**src/rtl/cpu_pkg.sv**
```systemverilog
// Shared definitions for the fetch stage: FSM state encoding and default widths.
package cpu_pkg;

    localparam int DEF_ADDR_W   = 8;
    localparam int DEF_INSTR_W  = 16;
    localparam int DEF_RESET_PC = 0;

    // Wide enough for RAM_LAT-1 with RAM_LAT up to 4.
    localparam int WAIT_CNT_W   = 3;

    typedef enum logic [1:0] {
        FETCH  = 2'd0,
        LOADIR = 2'd1,
        ISSUE  = 2'd2,
        HALTED = 2'd3
    } fetch_state_t;

endpackage

```
**src/rtl/fetch_pc_reg.sv**
```systemverilog
// Program counter register: async active-low reset, parallel load, +1 increment.
// A load takes priority over an increment in the same cycle.
module fetch_pc_reg
    import cpu_pkg::*;
#(
    parameter int ADDR_W   = DEF_ADDR_W,
    parameter int RESET_PC = DEF_RESET_PC
) (
    input  logic              clk,
    input  logic              rst_n,
    input  logic              i_inc,
    input  logic              i_load,
    input  logic [ADDR_W-1:0] i_load_val,
    output logic [ADDR_W-1:0] o_pc
);

    localparam logic [ADDR_W-1:0] RST_VAL = ADDR_W'(RESET_PC);

    logic [ADDR_W-1:0] r_pc;

    // PC update: reset value, branch target, or wrap-around increment.
    always_ff @(posedge clk or negedge rst_n) begin
        if (!rst_n) begin
            r_pc <= RST_VAL;
        end else if (i_load) begin
            r_pc <= i_load_val;
        end else if (i_inc) begin
            r_pc <= r_pc + ADDR_W'(1);
        end
    end

    assign o_pc = r_pc;

endmodule

```
**src/rtl/fetch_unit.sv**
```systemverilog
// Instruction fetch stage: owns the PC, sequences RAM reads into the
// instruction register and hands instructions to the controller.
//
// Handshake: instr_valid is high exactly while in ISSUE; an instruction is
// consumed on a rising clk edge where instr_valid & instr_ready are both 1.
// instr stays stable for the whole of ISSUE. While in ISSUE the RAM port is
// lent to the controller's data access (data_req/data_addr/data_we); in every
// other state those inputs, load_pc and halt are ignored and mem_write is 0.
module fetch_unit
    import cpu_pkg::*;
#(
    parameter int ADDR_W   = DEF_ADDR_W,
    parameter int INSTR_W  = DEF_INSTR_W,
    parameter int RESET_PC = DEF_RESET_PC,
    parameter int RAM_LAT  = 1
) (
    input  logic               clk,
    input  logic               reset,
    input  logic [INSTR_W-1:0] mem_rdata,
    output logic [ADDR_W-1:0]  mem_addr,
    output logic               mem_write,
    output logic [INSTR_W-1:0] instr,
    output logic               instr_valid,
    input  logic               instr_ready,
    input  logic               data_req,
    input  logic [ADDR_W-1:0]  data_addr,
    input  logic               data_we,
    input  logic               load_pc,
    input  logic [ADDR_W-1:0]  pc_in,
    input  logic               halt,
    output logic [ADDR_W-1:0]  pc,
    output fetch_state_t       dbg_state
);

    // FETCH lasts RAM_LAT cycles; the counter wraps at this value.
    localparam logic [WAIT_CNT_W-1:0] LAST_WAIT = WAIT_CNT_W'(RAM_LAT - 1);

    fetch_state_t           r_state;
    fetch_state_t           w_state_nxt;
    logic [WAIT_CNT_W-1:0]  r_wait_cnt;
    logic [INSTR_W-1:0]     r_instr;
    logic [ADDR_W-1:0]      w_pc;
    logic                   w_handshake;
    logic                   w_pc_inc;
    logic                   w_pc_load;
    logic                   w_wait_done;

    assign w_wait_done = (r_wait_cnt == LAST_WAIT);
    assign w_handshake = instr_valid & instr_ready;
    // halt wins over load_pc on the consuming handshake.
    assign w_pc_load   = w_handshake & ~halt & load_pc;
    assign w_pc_inc    = (r_state == LOADIR);

    fetch_pc_reg #(
        .ADDR_W   (ADDR_W),
        .RESET_PC (RESET_PC)
    ) u_pc_reg (
        .clk        (clk),
        .rst_n      (reset),
        .i_inc      (w_pc_inc),
        .i_load     (w_pc_load),
        .i_load_val (pc_in),
        .o_pc       (w_pc)
    );

    // State register.
    always_ff @(posedge clk or negedge reset) begin
        if (!reset) begin
            r_state <= FETCH;
        end else begin
            r_state <= w_state_nxt;
        end
    end

    // Next-state logic.
    always_comb begin
        w_state_nxt = r_state;
        case (r_state)
            FETCH:   if (w_wait_done) w_state_nxt = LOADIR;
            LOADIR:  w_state_nxt = ISSUE;
            ISSUE:   if (w_handshake) w_state_nxt = halt ? HALTED : FETCH;
            HALTED:  w_state_nxt = HALTED;
            default: w_state_nxt = FETCH;
        endcase
    end

    // Outputs: valid flag and the shared RAM address/write mux.
    always_comb begin
        instr_valid = 1'b0;
        mem_write   = 1'b0;
        mem_addr    = w_pc;
        if (r_state == ISSUE) begin
            instr_valid = 1'b1;
            mem_write   = data_req & data_we;
            if (data_req) begin
                mem_addr = data_addr;
            end
        end
    end

    // RAM wait counter: counts FETCH cycles, idles at zero elsewhere.
    always_ff @(posedge clk or negedge reset) begin
        if (!reset) begin
            r_wait_cnt <= '0;
        end else if ((r_state == FETCH) && !w_wait_done) begin
            r_wait_cnt <= r_wait_cnt + WAIT_CNT_W'(1);
        end else begin
            r_wait_cnt <= '0;
        end
    end

    // Instruction register: captures RAM data at the end of LOADIR.
    always_ff @(posedge clk or negedge reset) begin
        if (!reset) begin
            r_instr <= '0;
        end else if (r_state == LOADIR) begin
            r_instr <= mem_rdata;
        end
    end

    assign instr     = r_instr;
    assign pc        = w_pc;
    assign dbg_state = r_state;

endmodule

```
**config.mk**
```make
export PLATFORM = sky130hd
export DESIGN_NAME = fetch_unit
export DESIGN_NICKNAME = d
export VERILOG_FILES = /design/src/rtl/cpu_pkg.sv /design/src/rtl/fetch_pc_reg.sv /design/src/rtl/fetch_unit.sv
export SDC_FILE = /design/constraint.sdc
export NUM_CORES = 1
export LEC_CHECK = 0
export ABC_AREA = 1
export ABC_CLOCK_PERIOD_IN_PS = 1600
export CORE_MARGIN = 1
export CORE_UTILIZATION = 40
export DETAILED_ROUTE_END_ITERATION = 10
export PLACE_DENSITY = 0.8
export SLEW_MARGIN = 20
export SYNTH_ARGS = -nofsm -noshare
export SYNTH_HDL_FRONTEND = slang
export SYNTH_HIERARCHICAL = 1
export SYNTH_SLANG_ARGS = --single-unit
```
**constraint.sdc**
```tcl
create_clock -name clk -period 1.6 [get_ports clk]
set_input_delay 0.24 -clock clk [delete_from_list [all_inputs] [get_ports clk]]
set_output_delay 0.24 -clock clk [all_outputs]
set_load 0.02 [all_outputs]
```
# Word-level counts from Yosys, hierarchy flattened
# Cells that the tools add are included.
# totals
latch_bits	0
inputBits	39
wordCells	33
output_inout_bits	36
mem_bits_ro	0
reg_bits	29
ram_bits	0
memories	0
# op_classes
n_bitwise	5
n_eq_ne	5
div	0
n_lt_le_gt_ge	0
reduce_logical	6
mul	0
shifts	0
n_addsub	2
muxes	11
# op_table
operator	count
two-way mux 8 bit	4
adder 8 x 1 -> 8 bit (second input constant)	1
one-hot mux 2 bit (4 select lines)	1
two-way mux 2 bit	3
AND 1 bit	4
== test 2 bit (second input constant)	2
!= test 2 bit (second input constant)	2
adder 3 x 1 -> 3 bit (second input constant)	1
logical NOT 3 bit	1
two-way mux 3 bit	1
== test 2 x 1 -> 1 bit (second input constant)	1
logical NOT 2 bit	1
two-way mux 1 bit	2
AND reduction 2 bit	1
nonzero test 2 bit	1
logical AND 1 bit	1
logical NOT 1 bit	1
inverter 1 bit	1

# Longest topological paths before layout
# Gate-level depths: netlist (run 1).
# logic_depth
depth_word	6
mapped_depth	8
mapped_depth_nobuf	7

# By module
# The synthesis (run 1) kept the hierarchy.
# by_module_without_submodules
module	cells_per_inst	seq_area_each_um2	instances	area_each_um2
fetch_unit	127	525.5	1	988.4
fetch_pc_reg	62	200.2	1	499.2

# Worst setup path before layout (run 1)
# No wires, ideal clock.
# synth_timing
path_type	flip-flop to output port
from	reg r_state[1] (netlist: dbg_state[1])
to	out mem_addr[2]
setup_slack_ps	159
stages_incl_launch_ff	6
arrival_ps	1201
required_time_ps	1360
path_cell_list	dfrtp_1 > inv_2 > nor2_4 > nand2_2 > nand2_1 > nand2_1
# synth_between
elab_chain_cells	2
# synth_rtl
element	line	text
start: declaration	fetch_unit.sv:38	fetch_state_t r_state;
start signal: assignment	fetch_unit.sv:71	r_state <= w_state_nxt;
== test 2 bit	fetch_unit.sv:92	if (r_state == ISSUE) begin
two-way mux 8 bit	fetch_unit.sv:92	
end: declaration	fetch_unit.sv:20	output logic [ADDR_W-1:0] mem_addr,
# No other way between the ends.

# Final worst setup path (run 1)
# layout_timing
from	reg r_state[0] (netlist: dbg_state[0])
to	out mem_addr[0]
# The elaborated chain is that of the path after synthesis.

==> out/results.ini, run 1 <==
[critical_path]
startpoint_type = flop
r2r_end = u_pc_reg/o_pc[5]$_DFFE_PN0P_
crit_chain = nor2_4, buf_12, nand3_1, nand2_1, buf_6
crit_path_end_kind = output port
rrSetupSlack_ps = 60
startpoint = dbg_state[0]$_DFFE_PN0P_
cp_max_fo = 6
crit_type = flop to output port
crit_slowest_cell = dfrtp_1
r2r-start = dbg_state[0]$_DFFE_PN0P_
critical_path_required_ps = 1360
crit_path_end = mem_addr[0]
cpPeakStageDelay_ps = 410
arrival_ps = 1320
rr_worst_depth = 10

[final_layout]
antenna_cells = 0
finalInstanceArea_mm2 = 0.00255
nFillCells = 273
seq_area_um2 = 726
multi_input_area_um2 = 751
drive_above_1_share = 0.182
nets = 321
fin_cells = 326
syn_to_final_growth_pct = 71.5

[pwr]
powerDensity_mw_per_mm2 = 1820
power_leakage_nw = 1.27
vdd_ir_drop_max_mv = 0.981

[place]
gp_congestion = 0.782
placed_cells = 316
place.port_buffers = 74
placed_area_mm2 = 0.00234
place_ws_ps = -402
hpwl_um = 2690

[grt]
grt_pass1_vias = 1521
grt_max_degree = 30
antenna_found_initial = 0
grt_usage = 0.222
gr-total-overflow = 0
grt_pass1_wl_um = 6910

[sta]
period_needed_ps = 1560
fin_ws_ps = 35.0
rsz0062_at_grt = yes
fin_skew_ps = 8.13
worst_pin_slew_ps = 423
fmax_mhz = 639
fin_setup_tns_ps = 0
max-slew-margin-rel = 0.718
finalHoldViolations = 0
setup_viol = 0
worst_hold_slack_ps = 348
fin_crit_sh = 0.978
slew_violations = 0

[detailed_routing]
drtPass1Iterations = 4
initialDrtViolationCount = 36
route.detailed.drc = 0
drtAntennaViolNets = 0
viasPerCell = 4.71
vias = 1537
avgRoutedWirePerCell_um = 12.1
finalWirelength_um = 3940

[logic_synthesis]
yosysSeqAreaShare = 0.488
synthDistinctLibCells = 24
syn_nets = 231
synthCells = 189
yosysWarnings = 6
netlist_area_mm2 = 0.00149
syn_area_per_cell_um2 = 7.87
synth-seq-cells = 29

[clock_network]
hold_buffers = 0
clock_path_buffers = 2
path_clk_slew_ps = 70
clock_latency_ps = 280
cts_buffers = 5
root_buffer = clkbuf_8
cts_tree = yes
cts_max_level = 2
cts.sinks = 29

[floorplan]
dieArea_mm2 = 0.00397
row_count = 21
die_x_um = 63.0
ioPinCount = 75
start_util = 0.432
dieHeight_um = 63.0
core-area_mm2 = 0.00344

[job]
drv_cap = 0

[min_path]
hold_class = primary input to asynchronous set/reset pin

[run_status]
outcome = complete, no violations

[worst min path at each step]
stage / cells past startpoint / end / from / slack (ps)
global placement: 1 / r_wait_cnt[0]$_DFF_PN0_ / r_wait_cnt[0]$_DFF_PN0_ / 450
CTS: 2 / u_pc_reg/o_pc[2]$_DFFE_PN0P_ / reset / 360
finish: 2 / u_pc_reg/o_pc[2]$_DFFE_PN0P_ / reset / 350
detailed placement: 1 / r_wait_cnt[0]$_DFF_PN0_ / r_wait_cnt[0]$_DFF_PN0_ / 460
global route: 2 / u_pc_reg/o_pc[2]$_DFFE_PN0P_ / reset / 390
floorplan: 0 / dbg_state[0]$_DFFE_PN0P_ / reset / -60
[sequential cells by signal, indices dropped and copies added (netlist names)]
signal,cells
instr,16
u_pc_reg/o_pc,8
r_wait_cnt,3
dbg_state,2
[kinds of logic after synthesis]
family / synth area share
compound gates: 0.0471
xor+xnor: 0.0177
fa+ha+maj: 0.0252
buf+inv: 0.0505
flops: 0.488
simple gates: 0.372
[cell usage after synthesis (all sizes together)]
master	n	share of area
o21ai	1	0.0034
nor2	13	0.057
o21bai	2	0.010
nand2	96	0.25
a22oi	6	0.030
dfrtp	29	0.49
ha	3	0.025
a21oi	1	0.0034
inv	12	0.032
xor2	1	0.0059
clkbuf	1	0.0025
buf	3	0.016
nor3	1	0.0034
xnor2	2	0.012
nand3	18	0.061
[layer usage]
metal / track usage / wire length (µm) / vias to the layer above
met2: 0.340 / 1800 / 69
met5: 0 / 0 / -
li1: - / - / 774
met3: 0.0821 / 354 / 4
met4: 0.0669 / 34 / 0
met1: 0.291 / 1750 / 690
[power breakdown]
part           switching (W)  internal, W  leakage, nW
Clock               0.000269     0.000507       0.0585
Sequential          0.000287      0.00104        0.361
Combinational        0.00135      0.00118        0.847
[layout by cell type, fill, tap and decap left out, drive strengths merged]
master         instances
nor3                   1
nand2                 96
nand3                 18
xnor2                  2
dlygate4sd2            9
clkbuf                 7
ha                     3
bufinv                 1
dfrtp                 29
clkdlybuf4s50         55
a21oi                  1
inv                   12
buf                   22
a22oi                  6
dlymetal6s2s           1
xor2                   1
o21ai                  1
o21bai                 2
nor2                  13
[stage by stage]
step                      power, W  utilization
after floorplan            0.00256            -
after global placement     0.00373        0.680
after detailed placement   0.00377        0.680
after CTS                  0.00446        0.714
after global routing       0.00496        0.741
final                      0.00464        0.741
[layout make-up]
class,instances,share of cell area
flip-flops and latches,29,0.284
multi-input cells,144,0.294
inverters,12,0.0186
clock buffers,7,0.0338
repair buffers,87,0.334
clock inverters,1,0.0118
well taps,46,0.0226
[what timing repair did]
item,in CTS,in global routing
gates resized for setup,46,28
pin swaps,1,7
buffers inserted,2,0
hold endpoints to repair,0,0
setup endpoints to repair,25,18
[worst max-delay path: cells and delay by family (launching register included)]
kind / cells / cell delay (ps)
buffers and inverters: 2 / 260
AND/OR/NAND/NOR: 3 / 370
flip-flops: 1 / 410
Power figures use the tool's default switching activity.
==> run 2, diff against run 1 <==
--- a/config.mk
+++ b/config.mk
@@ -12,4 +12,5 @@
 export DETAILED_ROUTE_END_ITERATION = 10
 export PLACE_DENSITY = 0.8
+export SKIP_LAST_GASP = 1
 export SLEW_MARGIN = 20
 export SYNTH_ARGS = -nofsm -noshare
==> constraint.sdc (replaced) <==
create_clock -name clk -period 1.6 [get_ports clk]
set_input_delay 0.32 -clock clk [delete_from_list [all_inputs] [get_ports clk]]
set_output_delay 0.32 -clock clk [all_outputs]
set_load 0.02 [all_outputs]
==> out/results.ini, run 2 (synthesis gave the netlist of run 1 again) <==
[final_layout]
nets = 329
syn_to_final_growth_pct = 73.8
finish.utilization = 0.751
drive_above_1_share = 0.222
antenna_cells = 0
largest_register_ff_count = 16
mostFrequentLayoutCell = nand2_1
nFillCells = 256
final_cell_mix = nand2_1 (86), clkdlybuf4s50_1 (47), dfrtp_1 (28)

[sta]
finalHoldViolations = 0
fin_skew_ps = 7.41
fin_ws_ps = -38.1
fin_crit_sh = 1.02
worst_pin_slew_ps = 425
max-slew-margin-rel = 0.717
setup_viol = 9
rsz0062_at_grt = yes
period_needed_ps = 1640
slew_violations = 0
fmax_mhz = 610
fin_setup_tns_ps = -201

[critical_path]
crit_slowest_cell = dfrtp_2
r2r-start = dbg_state[0]$_DFFE_PN0P_
critPathBufInv = 1
rr_worst_depth = 9
crit_path_end_kind = output port
crit_top_cell = nand2_1
crit_chain = nor2_4, nand2_4, nand2_1, nand2_1, clkbuf_2
cp_max_fo = 8
startpoint_type = flop
cpPeakStageDelay_ps = 430
crit_type = flop to output port
crit_family = simple AND/OR/NAND/NOR gates
critical_path_required_ps = 1280
arrival_ps = 1320
r2r_end = u_pc_reg/o_pc[3]$_DFFE_PN0P_
rrSetupSlack_ps = 0

[grt]
grt_pass1_vias = 1563
gr-total-overflow = 0
grt_pass1_wl_um = 6780
antenna_found_initial = 0
grt_max_degree = 30
grt_usage = 0.218

[clock_network]
cts_buffers = 5
clock_path_buffers = 2
cts.sinks = 29
hold_buffers = 0
clock_latency_ps = 280
root_buffer = clkbuf_8
path_clk_slew_ps = 70
cts_max_level = 2
cts_tree = yes

[pwr]
swShare = 0.429
internal_power_w = 0.00257
power_leakage_nw = 1.36
switchingPower_w = 0.00193
powerDensity_mw_per_mm2 = 1740
p_seq_frac = 0.283
vdd_ir_drop_max_mv = 1.06
comb_power_share = 0.577
pwr-share-clk = 0.140

[detailed_routing]
viasPerCell = 4.72
initialDrtViolationCount = 44
finalWirelength_um = 3980
route.detailed.drc = 0
drtPass1Iterations = 4
drtAntennaViolNets = 0
vias = 1577
avgRoutedWirePerCell_um = 11.9

[place]
gp_congestion = 0.771
hpwl_um = 2670
place_ws_ps = -563
place.port_buffers = 74

[run_status]
violations = negative setup slack
outcome = finished with violations

[floorplan]
core-area_mm2 = 0.00344
start_util = 0.432
dieArea_mm2 = 0.00397
row_count = 21
ioPinCount = 75
dieHeight_um = 63.0
die_x_um = 63.0

[job]
drv_cap = 0

[min_path]
hold_class = primary input to asynchronous set/reset pin

==> run 2: layout make-up <==
type	instances	area [µm²]	area share
clock buffers	6	82.6	0.0319
clock inverters	2	13.8	0.00532
inverters	12	47.5	0.0184
multi-input cells	145	762	0.295
flip-flops and latches	29	727	0.281
well taps	46	57.6	0.0223
repair buffers	94	896	0.346
==> run 2: worst max-delay path by stage <==
stage                              from          end  slack, ps  depth (start not counted)
3_3_place_gp                   data_req  mem_addr[0]       -520                          5
4_1_cts        dbg_state[1]$_DFFE_PN0P_  mem_addr[4]       -160                          6
5_1_grt        dbg_state[0]$_DFFE_PN0P_  mem_addr[5]       -120                          5
2_1_floorplan  dbg_state[1]$_DFFE_PN0P_  mem_addr[2]         80                          5
6_report       dbg_state[0]$_DFFE_PN0P_  mem_addr[4]        -40                          5
3_5_place_dp                   data_req  mem_addr[4]       -560                          5
==> run 2: worst register-to-register path, delay by kind of cell (launching register included) <==
family	cells	cell delay [ps]
AOI/OAI and AO/OA	1	150
DFF	1	430
and+or+nand+nor	4	370
buffers and inverters	4	520
==> run 2: timing repair <==
action	4_1_cts	5_1_grt
endpoints found under the setup margin	25	25
cloned	1	0
pin swaps	1	4
gates resized for setup	49	37
setup buffers	3	2
==> run 2: per-layer routing <==
metal | track usage | up-vias | wire length [µm]
met5 | 0 | - | 0
met4 | 0.0872 | 0 | 61
met3 | 0.0620 | 8 | 318
met2 | 0.352 | 70 | 1880
met1 | 0.271 | 707 | 1710
li1 | - | 792 | -
==> run 2: power by group through the flow <==
stage	clock (W)	sequential, W	combinational (W)
3_3_place_gp	0	0.00128	0.00252
2_1_floorplan	0	0.00168	0.000882
6_report	0.000632	0.00127	0.00260
4_1_cts	0.000648	0.00127	0.00249
5_1_grt	0.000687	0.00131	0.00282
3_5_place_dp	0	0.00127	0.00257
==> run 2: through the flow <==
step	power, W	cells	hold slack, ps	area, µm²
2_1_floorplan	0.00256	189	24.4	1490
3_3_place_gp	0.00380	321	446	2380
3_5_place_dp	0.00384	321	465	2380
4_1_cts	0.00441	333	429	2480
5_1_grt	0.00482	334	464	2590
6_report	0.00451	334	425	2590
